`config.mk`:
```
export PLATFORM = sky130hd
export DESIGN_NAME = fir_stream_controller
export DESIGN_NICKNAME = d
export VERILOG_FILES = /design/src/rtl/fir_ctrl_pkg.sv /design/src/rtl/fir_out_fifo.sv /design/src/rtl/fir_stream_controller.sv
export SDC_FILE = /design/constraint.sdc
export NUM_CORES = 1
export LEC_CHECK = 0
export ABC_AREA = 1
export BUFFER_PORTS_ARGS = -buffer_cell sky130_fd_sc_hd__buf_4
export CAP_MARGIN = 10
export CORE_UTILIZATION = 53
export CTS_CLUSTER_SIZE = 24
export DETAILED_ROUTE_END_ITERATION = 12
export PLACE_DENSITY_LB_ADDON = 0.3
export SLEW_MARGIN = 10
export SYNTH_ARGS = -nofsm -noshare
export SYNTH_HDL_FRONTEND = slang
export SYNTH_SLANG_ARGS = --single-unit
```
`constraint.sdc`:
```
create_clock -name clk -period 2.65 [get_ports clk]
set_input_delay 0.1325 -clock clk [delete_from_list [all_inputs] [get_ports clk]]
set_output_delay 0.1325 -clock clk [all_outputs]
set_load 0.01 [all_outputs]
```
`src/rtl/fir_ctrl_pkg.sv`:
```
`default_nettype none
// ============================================================================
//  Module   : fir_ctrl_pkg
//  Purpose  : Shared types and helpers for the FIR stream controller.
//             Provides the controller state encoding, the common data width
//             and the tap-count legality check.
//  Revision : 1.0  initial release
// ============================================================================
package fir_ctrl_pkg;

   localparam int DATA_W = 32;

   typedef enum logic [2:0] {
      ST_IDLE       = 3'd0,
      ST_CLEAR      = 3'd1,
      ST_LOAD_COEFF = 3'd2,
      ST_RUN        = 3'd3,
      ST_DRAIN      = 3'd4
   } fir_ctrl_state_e;

   // A tap count is usable when it lies in 1..max_taps.
   function automatic logic tap_count_legal(input logic [DATA_W-1:0] tap_count,
                                            input logic [DATA_W-1:0] max_taps);
      return (tap_count != '0) && (tap_count <= max_taps);
   endfunction

endpackage : fir_ctrl_pkg
`default_nettype wire

```
`src/rtl/fir_out_fifo.sv`:
```
`default_nettype none
// ============================================================================
//  Module   : fir_out_fifo
//  Purpose  : Synchronous result FIFO with occupancy count. The head entry is
//             presented directly on pop_data, so it stays stable until popped.
//  Ports    : clk, rstn        clock, asynchronous active-low reset
//             push, push_data  write request and data (ignored when full)
//             pop              read request (ignored when empty)
//             pop_data         head entry
//             empty            no entries stored
//             count            number of entries stored (0..DEPTH)
//  Revision : 1.0  initial release
// ============================================================================
module fir_out_fifo #(
   parameter int DEPTH = 4,
   parameter int WIDTH = 32
) (
   input  logic                     clk,
   input  logic                     rstn,
   input  logic                     push,
   input  logic [WIDTH-1:0]         push_data,
   input  logic                     pop,
   output logic [WIDTH-1:0]         pop_data,
   output logic                     empty,
   output logic [$clog2(DEPTH):0]   count
);

   localparam int PTR_W = $clog2(DEPTH);

   logic [WIDTH-1:0] r_mem [DEPTH];
   logic [PTR_W-1:0] r_wr_ptr;
   logic [PTR_W-1:0] r_rd_ptr;
   logic [PTR_W:0]   r_count;
   logic             w_full;
   logic             w_do_push;
   logic             w_do_pop;

   assign w_full    = (r_count == (PTR_W+1)'(DEPTH));
   assign empty     = (r_count == '0);
   assign w_do_push = push && !w_full;
   assign w_do_pop  = pop && !empty;
   assign pop_data  = r_mem[r_rd_ptr];
   assign count     = r_count;

   // DEPTH is a power of two, so the pointers wrap naturally.
   always_ff @(posedge clk or negedge rstn) begin
      if (!rstn) begin
         r_wr_ptr <= '0;
         r_rd_ptr <= '0;
         r_count  <= '0;
         for (int i = 0; i < DEPTH; i++) begin
            r_mem[i] <= '0;
         end
      end else begin
         if (w_do_push) begin
            r_mem[r_wr_ptr] <= push_data;
            r_wr_ptr        <= r_wr_ptr + 1'b1;
         end
         if (w_do_pop) begin
            r_rd_ptr <= r_rd_ptr + 1'b1;
         end
         case ({w_do_push, w_do_pop})
            2'b10:   r_count <= r_count + 1'b1;
            2'b01:   r_count <= r_count - 1'b1;
            default: r_count <= r_count;
         endcase
      end
   end

endmodule : fir_out_fifo
`default_nettype wire

```
`src/rtl/fir_stream_controller.sv`:
```
`default_nettype none
// ============================================================================
//  Module   : fir_stream_controller
//  Purpose  : Sequencing and flow-control front end for the FIR datapath.
//             Loads tap_count coefficients after clearing the datapath, then
//             streams samples in and buffers results so that downstream
//             backpressure never loses a datapath result.
//  Ports    : clk, rstn                 clock, asynchronous active-low reset
//             cfg_start/stop/tap_count  run control; cfg_error sticky error
//             busy                      controller not idle
//             s_coeff_*                 coefficient stream (AXI-S style)
//             s_data_*                  sample stream (AXI-S style)
//             m_data_*                  result stream (AXI-S style)
//             dp_*                      datapath control, writes and result
//  Revision : 1.0  initial release
// ============================================================================
module fir_stream_controller
   import fir_ctrl_pkg::*;
#(
   parameter int MAX_TAPS       = 16,
   parameter int OUT_FIFO_DEPTH = 4
) (
   input  logic              clk,
   input  logic              rstn,
   input  logic              cfg_start,
   input  logic              cfg_stop,
   input  logic [DATA_W-1:0] cfg_tap_count,
   output logic              busy,
   output logic              cfg_error,
   input  logic              s_coeff_tvalid,
   output logic              s_coeff_tready,
   input  logic [DATA_W-1:0] s_coeff_tdata,
   input  logic              s_data_tvalid,
   output logic              s_data_tready,
   input  logic [DATA_W-1:0] s_data_tdata,
   output logic              m_data_tvalid,
   input  logic              m_data_tready,
   output logic [DATA_W-1:0] m_data_tdata,
   output logic              dp_rstn,
   output logic [DATA_W-1:0] dp_tap_count,
   output logic              dp_coeff_data_valid,
   output logic [DATA_W-1:0] dp_coeff_data,
   output logic              dp_input_data_valid,
   output logic [DATA_W-1:0] dp_input_data,
   output logic              dp_compute,
   input  logic              dp_output_data_valid,
   input  logic [DATA_W-1:0] dp_output_data
);

   localparam int CNT_W  = $clog2(MAX_TAPS + 1);
   localparam int FCNT_W = $clog2(OUT_FIFO_DEPTH) + 1;
   localparam logic [FCNT_W:0] C_FIFO_DEPTH = (FCNT_W+1)'(OUT_FIFO_DEPTH);

   fir_ctrl_state_e   r_state;
   fir_ctrl_state_e   w_state_nxt;
   logic [CNT_W-1:0]  r_coeff_cnt;
   logic              r_busy;
   logic              r_cfg_error;
   logic              r_coeff_ready;
   logic              r_dp_rstn;
   logic              r_dp_compute;
   logic [DATA_W-1:0] r_tap_count;
   logic              r_coeff_valid;
   logic [DATA_W-1:0] r_coeff_data;
   logic              r_in_valid;      // sample on dp_input_data this cycle
   logic [DATA_W-1:0] r_in_data;
   logic              r_result_slot;   // datapath result cycle for that sample

   logic              w_start_legal;
   logic              w_coeff_hs;
   logic              w_last_coeff;
   logic              w_data_hs;
   logic [FCNT_W:0]   w_occupancy;
   logic [FCNT_W-1:0] w_fifo_count;
   logic              w_fifo_empty;
   logic              w_fifo_pop;

   assign w_start_legal = tap_count_legal(cfg_tap_count, DATA_W'(MAX_TAPS));
   assign w_coeff_hs    = r_coeff_ready && s_coeff_tvalid;
   assign w_last_coeff  = ((r_coeff_cnt + CNT_W'(1)) == r_tap_count[CNT_W-1:0]);

   // Credits: every accepted sample holds a slot until its result cycle has
   // passed, whether or not that result is valid. Counting both pipeline
   // stages against the FIFO room guarantees a push never meets a full FIFO.
   assign w_occupancy = {1'b0, w_fifo_count}
                      + (FCNT_W+1)'(r_in_valid)
                      + (FCNT_W+1)'(r_result_slot);
   assign s_data_tready = (r_state == ST_RUN) && (w_occupancy < C_FIFO_DEPTH);
   assign w_data_hs     = s_data_tready && s_data_tvalid;

   assign w_fifo_pop    = m_data_tready && !w_fifo_empty;
   assign m_data_tvalid = !w_fifo_empty;

   assign busy                = r_busy;
   assign cfg_error           = r_cfg_error;
   assign s_coeff_tready      = r_coeff_ready;
   assign dp_rstn             = r_dp_rstn;
   assign dp_compute          = r_dp_compute;
   assign dp_tap_count        = r_tap_count;
   assign dp_coeff_data_valid = r_coeff_valid;
   assign dp_coeff_data       = r_coeff_data;
   assign dp_input_data_valid = r_in_valid;
   assign dp_input_data       = r_in_data;

   // A stop arriving together with a handshake lets the handshake complete
   // (the write logic below is independent of the transition).
   always_comb begin
      w_state_nxt = r_state;
      unique case (r_state)
         ST_IDLE:       if (cfg_start && w_start_legal) w_state_nxt = ST_CLEAR;
         ST_CLEAR:      w_state_nxt = ST_LOAD_COEFF;
         ST_LOAD_COEFF: begin
            if (cfg_stop)                        w_state_nxt = ST_IDLE;
            else if (w_coeff_hs && w_last_coeff) w_state_nxt = ST_RUN;
         end
         ST_RUN:        if (cfg_stop) w_state_nxt = ST_DRAIN;
         ST_DRAIN: begin
            if (w_fifo_empty && !r_in_valid && !r_result_slot) w_state_nxt = ST_IDLE;
         end
         default:       w_state_nxt = ST_IDLE;
      endcase
   end

   // State register plus outputs registered from the next state, so every
   // control output changes in the same cycle as the state it belongs to.
   always_ff @(posedge clk or negedge rstn) begin
      if (!rstn) begin
         r_state       <= ST_IDLE;
         r_busy        <= 1'b0;
         r_cfg_error   <= 1'b0;
         r_coeff_ready <= 1'b0;
         r_dp_rstn     <= 1'b0;
         r_dp_compute  <= 1'b0;
         r_tap_count   <= '0;
         r_coeff_cnt   <= '0;
         r_coeff_valid <= 1'b0;
         r_coeff_data  <= '0;
         r_in_valid    <= 1'b0;
         r_in_data     <= '0;
         r_result_slot <= 1'b0;
      end else begin
         r_state       <= w_state_nxt;
         r_busy        <= (w_state_nxt != ST_IDLE);
         r_coeff_ready <= (w_state_nxt == ST_LOAD_COEFF);
         r_dp_rstn     <= (w_state_nxt != ST_CLEAR);
         // Compute stays enabled while draining so in-flight samples still
         // produce their results.
         r_dp_compute  <= (w_state_nxt == ST_RUN) || (w_state_nxt == ST_DRAIN);

         if ((r_state == ST_IDLE) && cfg_start) begin
            if (w_start_legal) begin
               r_tap_count <= cfg_tap_count;
               r_cfg_error <= 1'b0;
            end else begin
               r_cfg_error <= 1'b1;
            end
         end

         if (r_state == ST_CLEAR) begin
            r_coeff_cnt <= '0;
         end else if (w_coeff_hs) begin
            r_coeff_cnt <= r_coeff_cnt + CNT_W'(1);
         end

         r_coeff_valid <= w_coeff_hs;
         if (w_coeff_hs) begin
            r_coeff_data <= s_coeff_tdata;
         end

         r_in_valid    <= w_data_hs;
         r_result_slot <= r_in_valid;
         if (w_data_hs) begin
            r_in_data <= s_data_tdata;
         end
      end
   end

   fir_out_fifo #(
      .DEPTH (OUT_FIFO_DEPTH),
      .WIDTH (DATA_W)
   ) u_out_fifo (
      .clk       (clk),
      .rstn      (rstn),
      .push      (dp_output_data_valid),
      .push_data (dp_output_data),
      .pop       (w_fifo_pop),
      .pop_data  (m_data_tdata),
      .empty     (w_fifo_empty),
      .count     (w_fifo_count)
   );

endmodule : fir_stream_controller
`default_nettype wire

```
==> flow_summary.ini <==
[die]
die_width_um = 143
io-pin-count = 273
die_h_um = 143
die_area_mm2 = 0.0204
placementRows = 51
core_mm2 = 0.0195
initial_core_util = 0.540

[grt]
grt_antenna_before_repair = 0
grt_max_degree = 95
grt_usage = 0.292
grt_pass1_vias = 9004
grt_pass1_wl_um = 46400
grt_overflow = 0

[timing]
fin_crit_ns = 2.26
setup_viol = 0
finalHoldViolCount = 0
rsz0062_at_grt = false
max_slew.worst_pin.slew_ns = 0.999
holdWs_ns = 0.0227
final.setup.tns_ns = 0
skew_ns = 0.0146
final-max-slew-violation-count = 0
maxSlewHeadroom = 0.333
clock.fmax_mhz = 442
finalCritPeriodShare = 0.853

[clocking]
ctsLongestPathBuffers = 3
htreeDepth = 1
path_clk_slew_ns = 0.06
cts_sinks = 247
cts-root-buf = clkbuf_16
cts_tree = built
insertion_delay_ns = 0.53
cts_made_buffers = 26

[critical_path]
crit_path_end_kind = primary output
required_ns = 2.52
r2r_cells = 8
critPathKind = flip-flop to primary output
arrival_ns = 2.13
startpoint_type = flip-flop
reg2reg_slack_ns = 0.48
reg2reg_from = u_out_fifo.count[0]
path_max_fanout = 32
r2r_end = dp_input_data[14]

[synth]
ys_types = 24
synth_common_cells = 247 x dfrtp_1, 238 x nand2_1, 127 x nor2_1, 115 x mux2_2, 74 x o21ai_0
synth.top_cell.area_share = 0.588
seq_area_frac_synth = 0.588
syn_area_mm2 = 0.0105
synthCells = 1005
synth_edf_count = 0
avgSynthCellArea_um2 = 10.5
synth_nets = 1149
synth_ff_type = dfrtp_1
synth_area_leaders = dfrtp_1 59%, mux2_2 12%, nand2_1 8.5%, nor2_1 4.5%, o21ai_0 3.5%
ys_seq_elements = 247
synth_top_cell_by_area = dfrtp_1
async_flop_share = 1.00
synth.most_common_cell = dfrtp_1
yosysWarnings = 0

[cells_and_area]
n_fill_cell = 1206
diodes = 0
area_growth_pct = 40.2
layoutNonFillerInstCount = 1666
final_util = 0.757
fin_nets = 1526
drive_gt1_frac = 0.335

[detailed_routing]
vias = 8733
drt_iter0_markers = 377
viasPerCell = 5.24
wire_per_inst_um = 17.5
ant_nets = 0
drt_first_pass_iters = 5
route.detailed.drc = 0
routed_wl_um = 29200

[place]
io_buffers = 272
hpwl_um = 16800
gp_congestion = 0.819
dp.cells = 1515

[min_path]
hold_path.startpoint = cfg_start
hold_class = input pin to flip-flop
hold_end = cfg_error
whs_path_depth = 5

[run]
drv_cap = 0

[power_and_ir_drop]
leakage_nw = 7.38
power_w = 0.0141
ir_worst_vdd_mv = 0.539
powerDensity_mw_per_mm2 = 959

[outcome]
status = complete, no violations
repair_timing:
action / CTS / global route
gates resized for setup: 0 / 0
endpoints found under the hold margin: 287 / 0
buffers inserted: 0 / 0
hold buffers: 104 / 0
metrics by stage:
step	setup slack (ns)	area (um2)
6_report	0.389	14700
5_1_grt	0.281	14700
4_1_cts	0.406	14700
3_5_place_dp	0.547	12800
3_3_place_gp	0.616	12800
2_1_floorplan	0.514	10500
final cells by class:
| cell class | count | area, um2 | area share |
|---|---|---|---|
| clock buffers | 42 | 842 | 0.0571 |
| inverters | 65 | 244 | 0.0166 |
| clock inverters | 5 | 25.0 | 0.00170 |
| flip-flops and latches | 247 | 6180 | 0.419 |
| well taps | 265 | 332 | 0.0225 |
| multi-input cells | 646 | 3810 | 0.259 |
| repair buffers | 396 | 3300 | 0.224 |
routing by layer:
layer | GRT usage | up-vias | wire length, um
li1 | - | 4024 | -
met1 | 0.343 | 4330 | 11100
met2 | 0.516 | 313 | 15000
met3 | 0.0788 | 66 | 2250
met4 | 0.101 | 0 | 831
met5 | 0 | - | 0
critical path, stage by stage (launching register included):
cell and delay (ns):
dfrtp_2 0.40, inv_2 0.46, buf_4 0.31, o21ai_0 0.10, o22ai_1 0.18, buf_4 0.16
power breakdown:
| group | total, W | switching (W) | internal, W |
|---|---|---|---|
| sequential | 0.00549 | 0.000586 | 0.00490 |
| combinational | 0.00501 | 0.00242 | 0.00259 |
| clock | 0.00363 | 0.00147 | 0.00216 |
registers in the layout, summed over array words and instances, names as in the netlist, 2 cells and up:
| signal | flops |
|---|---|
| u_out_fifo.r_mem | 128 |
| dp_coeff_data | 32 |
| dp_input_data | 32 |
| dp_tap_count | 32 |
| r_coeff_cnt | 5 |
| r_state | 3 |
| u_out_fifo.count | 3 |
| u_out_fifo.r_rd_ptr | 2 |
| u_out_fifo.r_wr_ptr | 2 |
cell usage in the layout (no fill, tap or decap), types with 5 or more instances in the layout:
| master | count |
|---|---|
| a21oi_1 | 5 |
| buf_12 | 5 |
| buf_4 | 286 |
| clkbuf_16 | 27 |
| clkbuf_8 | 11 |
| clkinv_2 | 5 |
| dfrtp_1 | 246 |
| dlygate4sd3_1 | 104 |
| ha_1 | 7 |
| inv_1 | 64 |
| mux2_2 | 115 |
| mux2_4 | 13 |
| nand2_1 | 238 |
| nand3_1 | 9 |
| nand4_1 | 5 |
| nor2_1 | 127 |
| o21ai_0 | 74 |
| o22ai_1 | 34 |
how the worst max path moves through the flow:
| stage | startpoint | to | cells after the start |
|---|---|---|---|
| 2_1_floorplan | u_out_fifo.count[0] | u_out_fifo.count[2] | 7 |
| 3_3_place_gp | u_out_fifo.count[0] | dp_input_data[3] | 8 |
| 3_5_place_dp | u_out_fifo.count[0] | dp_input_data[23] | 8 |
| 4_1_cts | u_out_fifo.r_rd_ptr[0] | m_data_tdata[1] | 5 |
| 5_1_grt | u_out_fifo.r_rd_ptr[0] | m_data_tdata[1] | 5 |
| 6_report | u_out_fifo.r_rd_ptr[0] | m_data_tdata[1] | 5 |
kinds of logic after synthesis:
kind of cell	share of synthesized area
multiplexers	0.142
AO/OA/AOI/OAI	0.0599
adder cells (fa/ha/maj)	0.0102
XOR/XNOR	0.00417
buffers and inverters	0.0493
AND/OR/NAND/NOR	0.147
flip-flops	0.588
Power figures use the tool's default switching activity.
